==> src/rtl/fm_skew_feeder_pkg.sv <==
// Shared types and lane width for the systolic-array skew feeder.
// The optional stall counter is enabled with FEEDER_STALL_CNT_EN.
`ifndef WIDTH_DATA
`define WIDTH_DATA 8
`endif

package fm_skew_feeder_pkg;

  typedef enum logic [1:0] {
    FEED_IDLE   = 2'd0,
    FEED_STREAM = 2'd1,
    FEED_FLUSH  = 2'd2
  } feed_state_e;

  localparam int unsigned STALL_W = 16;
  localparam logic [STALL_W-1:0] STALL_MAX = '1;

endpackage

==> src/rtl/fm_skew_feeder_skew_lane.sv <==
// DEPTH-stage register chain carrying one lane's data and valid together.
// Cleared asynchronously so an aborted tile disappears from the array edge at once.
`ifndef WIDTH_DATA
`define WIDTH_DATA 8
`endif

module skew_lane #(
  parameter int unsigned DEPTH = 1,
  parameter int unsigned W     = `WIDTH_DATA
) (
  input  logic         clk,
  input  logic         rst_n,
  input  logic [W-1:0] data_i,
  input  logic         vld_i,
  output logic [W-1:0] data_o,
  output logic         vld_o
);

  logic [W-1:0] data_q [DEPTH];
  logic         vld_q  [DEPTH];

  always_ff @(posedge clk or negedge rst_n) begin
    if (!rst_n) begin
      for (int i = 0; i < DEPTH; i++) begin
        data_q[i] <= '0;
        vld_q[i]  <= 1'b0;
      end
    end else begin
      data_q[0] <= data_i;
      vld_q[0]  <= vld_i;
      for (int i = 1; i < DEPTH; i++) begin
        data_q[i] <= data_q[i-1];
        vld_q[i]  <= vld_q[i-1];
      end
    end
  end

  assign data_o = data_q[DEPTH-1];
  assign vld_o  = vld_q[DEPTH-1];

endmodule

==> src/rtl/fm_skew_feeder.sv <==
// Feeds feature-map beats into the PE array with lane r delayed r cycles, framed in K_LEN-beat tiles.
// Optional feature: FEEDER_STALL_CNT_EN adds a saturating stall_cnt output.
`ifndef WIDTH_DATA
`define WIDTH_DATA 8
`endif

module fm_skew_feeder
  import fm_skew_feeder_pkg::*;
#(
  parameter int unsigned ROWS  = 4,
  parameter int unsigned K_LEN = 8,
  parameter int unsigned CNT_W = 8
) (
  input  logic                        clk,
  input  logic                        rst_n,
  input  logic                        start,
  input  logic [ROWS*`WIDTH_DATA-1:0] in_data,
  input  logic                        in_valid,
  output logic                        in_ready,
  output logic [ROWS*`WIDTH_DATA-1:0] fm_out,
  output logic [ROWS-1:0]             fm_vld,
  output logic                        busy,
  output logic                        tile_done
`ifdef FEEDER_STALL_CNT_EN
  ,
  output logic [STALL_W-1:0]          stall_cnt
`endif
);

  localparam int unsigned W = `WIDTH_DATA;
  localparam logic [CNT_W-1:0] BEAT_LAST  = CNT_W'(K_LEN - 1);
  localparam logic [CNT_W-1:0] FLUSH_LAST = CNT_W'(ROWS - 1);
  localparam logic [CNT_W-1:0] CNT_ONE    = CNT_W'(1);

  feed_state_e      state_q;
  logic [CNT_W-1:0] beat_cnt_q;
  logic [CNT_W-1:0] flush_cnt_q;
  logic             in_ready_q;
  logic             busy_q;
  logic             tile_done_q;

  logic                accept;
  logic [ROWS*W-1:0]   entry_data_d;

  assign accept       = in_ready_q & in_valid;
  assign entry_data_d = accept ? in_data : '0;

  // in_ready and busy are registered alongside the state so they carry no decode glitches.
  always_ff @(posedge clk or negedge rst_n) begin
    if (!rst_n) begin
      state_q     <= FEED_IDLE;
      beat_cnt_q  <= '0;
      flush_cnt_q <= '0;
      in_ready_q  <= 1'b0;
      busy_q      <= 1'b0;
      tile_done_q <= 1'b0;
    end else begin
      tile_done_q <= 1'b0;
      unique case (state_q)
        FEED_IDLE: begin
          if (start) begin
            state_q    <= FEED_STREAM;
            beat_cnt_q <= '0;
            in_ready_q <= 1'b1;
            busy_q     <= 1'b1;
          end
        end
        FEED_STREAM: begin
          if (accept) begin
            if (beat_cnt_q == BEAT_LAST) begin
              state_q     <= FEED_FLUSH;
              flush_cnt_q <= '0;
              in_ready_q  <= 1'b0;
            end else begin
              beat_cnt_q <= beat_cnt_q + CNT_ONE;
            end
          end
        end
        FEED_FLUSH: begin
          if (flush_cnt_q == FLUSH_LAST) begin
            state_q     <= FEED_IDLE;
            busy_q      <= 1'b0;
            tile_done_q <= 1'b1;
          end else begin
            flush_cnt_q <= flush_cnt_q + CNT_ONE;
          end
        end
        default: begin
          state_q    <= FEED_IDLE;
          in_ready_q <= 1'b0;
          busy_q     <= 1'b0;
        end
      endcase
    end
  end

  assign in_ready  = in_ready_q;
  assign busy      = busy_q;
  assign tile_done = tile_done_q;

  for (genvar r = 0; r < ROWS; r++) begin : g_lane
    skew_lane #(
      .DEPTH(r + 1),
      .W    (W)
    ) u_lane (
      .clk   (clk),
      .rst_n (rst_n),
      .data_i(entry_data_d[r*W +: W]),
      .vld_i (accept),
      .data_o(fm_out[r*W +: W]),
      .vld_o (fm_vld[r])
    );
  end

`ifdef FEEDER_STALL_CNT_EN
  logic [STALL_W-1:0] stall_cnt_q;

  always_ff @(posedge clk or negedge rst_n) begin
    if (!rst_n) begin
      stall_cnt_q <= '0;
    end else if (state_q == FEED_IDLE && start) begin
      stall_cnt_q <= '0;
    end else if (state_q == FEED_STREAM && !in_valid && stall_cnt_q != STALL_MAX) begin
      stall_cnt_q <= stall_cnt_q + STALL_W'(1);
    end
  end

  assign stall_cnt = stall_cnt_q;
`endif

endmodule

==> config.mk <==
export PLATFORM = sky130hd
export DESIGN_NAME = fm_skew_feeder
export DESIGN_NICKNAME = d
export VERILOG_FILES = /design/src/rtl/fm_skew_feeder_pkg.sv /design/src/rtl/fm_skew_feeder_skew_lane.sv /design/src/rtl/fm_skew_feeder.sv
export SDC_FILE = /design/constraint.sdc
export NUM_CORES = 1
export LEC_CHECK = 0
export CORE_AREA = 2 2 110 69
export DETAILED_ROUTE_END_ITERATION = 8
export DIE_AREA = 0 0 112 71
export PLACE_DENSITY = 0.89
export SLEW_MARGIN = 10
export SYNTH_ARGS = -nofsm -noshare
export SYNTH_HDL_FRONTEND = slang
export SYNTH_SLANG_ARGS = --single-unit
==> constraint.sdc <==
create_clock -name clk -period 2.7 [get_ports clk]
set_clock_uncertainty 0.1 [all_clocks]
set_input_delay 0.54 -clock clk [delete_from_list [all_inputs] [get_ports clk]]
set_output_delay 0.54 -clock clk [all_outputs]
set_load 0.01 [all_outputs]
==> impl_metrics.csv <==
group,metric,value,unit
cts,clk_path_buf_depth,2,
floorplan,fp-row-count,24,
cts,cts_buffers,9,
logic_synthesis,avgSynthCellArea,14.0,µm²
pwr,cellPowerDensity,716,mW/mm²
cts,cts_tree,"built",
logic_synthesis,synthCells,263,
logic_synthesis,ys_types,43,
sta,fin_crit_sh,88.2,%
floorplan,core_area,0.00703,mm²
setup_path,end_kind,"primary output",
setup_path,critPathTopFamily,"flip-flops",
global_route,grt_max_degree,56,
layout,nets,356,
sta,fin_tns_setup,0,ns
cts,ctsRootBufferMaster,"clkbuf_16",
floorplan,die_height,71,µm
logic_synthesis,synth_edf_count,0,
sta,layout_setup_ws,0.319,ns
logic_synthesis,synth_ff_type,"dfrtp_1",
setup_path,critical_path_class,"reg2out",
floorplan,die_w,112,µm
sta,hold_viol,0,
sta,min_period,2.38,ns
cts,cts_htree_levels,3,
route,final_antenna_net_count,0,
setup_path,cp_slowest_cell,"dfrtp_1",
setup_path,critPathBufInv,1,
place,place_hpwl,4.67,mm
floorplan,die_area,0.00795,mm²
route,drc,0,
logic_synthesis,ys_top_cells_by_count,"105 x dfrtp_1, 34 x and3_1, 29 x buf_4",
flow_run,cap_violations,0,
pwr,p_leak,2.22,nW
logic_synthesis,yosysTopAreaCell,"dfrtp_1",
setup_path,crit_fanout,23,
logic_synthesis,synth-seq-cells,105,
cts,worstSkewPairLatency,0.34,ns
route,drt_iter0_markers,150,
place,placement.io_buffers,74,
setup_path,cpPeakStageDelay,0.74,ns
sta,drv_slew,0,
logic_synthesis,async_reset_ff_share,100,%
sta,tightest_slew,0.630,ns
logic_synthesis,syn-num-nets,301,
global_route,antenna_found_initial,0,
cts,cts.reportedPaths.clkPinSlew,0.07,ns
sta,rsz0062_at_grt,"no",
global_route,grt_pass1_wl,11.1,mm
logic_synthesis,synth_most_common_cell,"dfrtp_1",
setup_path,startpoint_type,"register",
global_route,grt_pass1_vias,2175,
global_route,gr-total-overflow,0,
sta,maxSlewHeadroom,58.0,%
place,post-place-ws,0.283,ns
setup_path,cp_data_arrival_time,1.74,ns
layout,area_growth,26.0,%
logic_synthesis,synth.area.top_cells,"dfrtp_1 71%, buf_4 5.9%, and3_1 5.8%, o21ai_0 0.95%, mux2i_1 0.82%",
route,viasPerCell,5.17,
status,status,"finished clean",
route,wl_per_cell,16.0,µm
setup_path,cp.required,2.06,ns
place,place_congestion,0.870,
setup_path,crit_chain,"clkdlybuf4s50_1",
layout,drive_gt1_share,8.98,%
sta,finalSetupViolCount,0,
route,routed_wl,6.62,mm
floorplan,ios,75,
logic_synthesis,synth_area,0.00368,mm²
route,num_vias,2141,
floorplan,initial_utilization,52.3,%
worst_hold_path,hold_path_class,"reg2reg",
logic_synthesis,yosysTopAreaCellShare,71.5,%
logic_synthesis,ys_seq_area_share,71.5,%
sta,fmax,420,MHz
logic_synthesis,yosys_warnings,0,
layout,diodes,0,
pwr,peakVddDrop,0.000398,V
route,drtPass1Iterations,4,
cts,cts.sinks,105,
global_route,grt_usage,18.3,%
cell usage in the layout (no fill, tap or decap), types with 2 or more instances in the layout:
cell,count
dfrtp_1,105
o211ai_1,2
nor2b_1,3
xor2_1,2
inv_1,4
inv_6,2
nor3_1,6
ha_1,2
nand2b_1,3
nand2_1,8
nor4_1,2
mux2i_1,3
inv_8,2
o21ai_0,7
clkdlybuf4s50_1,73
buf_4,5
o21ai_1,2
xnor2_1,2
nand3b_1,2
nor2_1,7
nand3_1,4
and3_1,34
a21o_1,2
nand4_1,4
clkbuf_16,9
a21oi_1,2
clkinv_4,2
or2_2,2
path summary, 6_finish.rpt:
path	cells past startpoint	slack (ns)	end	startpoint
worst min register to register	0	0.25	g_lane[2].u_lane.data_q[9]$_DFF_PN0_	g_lane[2].u_lane.data_q[17]$_DFF_PN0_
min in group asynchronous	2	0.49	busy$_DFFE_PN0P_	rst_n
max in group asynchronous	3	1.30	g_lane[3].u_lane.data_o[0]$_DFF_PN0_	rst_n
worst max-delay path	1	0.32	in_ready	in_ready$_DFFE_PN0P_
worst max register to register	4	0.66	flush_cnt_q[2]$_DFFE_PN0P_	in_ready$_DFFE_PN0P_
worst min-delay path	0	0.25	g_lane[2].u_lane.data_q[9]$_DFF_PN0_	g_lane[2].u_lane.data_q[17]$_DFF_PN0_
kinds of logic after synthesis:
group,count (synthesis),synth area share (%)
DFF,105,71.5
and+or+nand+nor,86,14.5
buffers and inverters,40,7.05
AOI/OAI and AO/OA,23,4.49
xor gates and xnor gates,4,0.953
muxes,3,0.817
adders and majority gates,2,0.681
routing by layer:
metal | vias up | global-route usage, % | wire (µm)
li1 | 986 | - | -
met1 | 1081 | 26.0 | 3090
met2 | 65 | 27.3 | 3100
met3 | 9 | 5.91 | 345
met4 | 0 | 6.10 | 82
met5 | - | 0 | 0
per-stage QoR:
| stage | util [%] | hold slack (ns) | cell area, µm² | total power, mW | instances |
|---|---|---|---|---|---|
| 3_3_place_gp | 61.7 | 0.232 | 4330 | 2.11 | 397 |
| 4_1_cts | 65.9 | 0.249 | 4630 | 3.35 | 414 |
| 3_5_place_dp | 61.7 | 0.235 | 4330 | 2.12 | 397 |
| 2_1_floorplan | - | 0.144 | 3680 | 1.95 | 263 |
| 6_report | 65.9 | 0.246 | 4630 | 3.31 | 414 |
| 5_1_grt | 65.9 | 0.249 | 4630 | 3.46 | 414 |
report_power, final:
group	switching [mW]	leakage (nW)	internal, mW	total (mW)
Combinational	0.151	0.754	0.180	0.332
Clock	0.575	0.141	0.648	1.22
Sequential	0.0767	1.32	1.68	1.76
cell type report:
type	instances	area, µm²
sequential	105	2630
fill	494	2400
timing repair buffer	80	798
multi-input combinational	118	790
clock buffer	10	229
tap	91	114
clock inverter	6	57.6
inverter	4	15.0
registers in the layout, summed over array words and instances, names as in the netlist:
signal,cells
g_lane.u_lane.data_q,48
beat_cnt_q,8
g_lane.u_lane.data_o,32
g_lane.u_lane.vld_q,2
tile_done,1
g_lane.u_lane.vld_o,2
flush_cnt_q,8
state_q,2
in_ready,1
busy,1
repair_timing:
item / 4_1_cts / 5_1_grt
hold buffers: 1 / 0
buffers inserted: 0 / 0
gates resized for setup: 0 / 0
endpoints found under the hold margin: 13 / 0
endpoints found under the setup margin: 0 / 0
No activity file was read; power rests on OpenSTA's default activity.
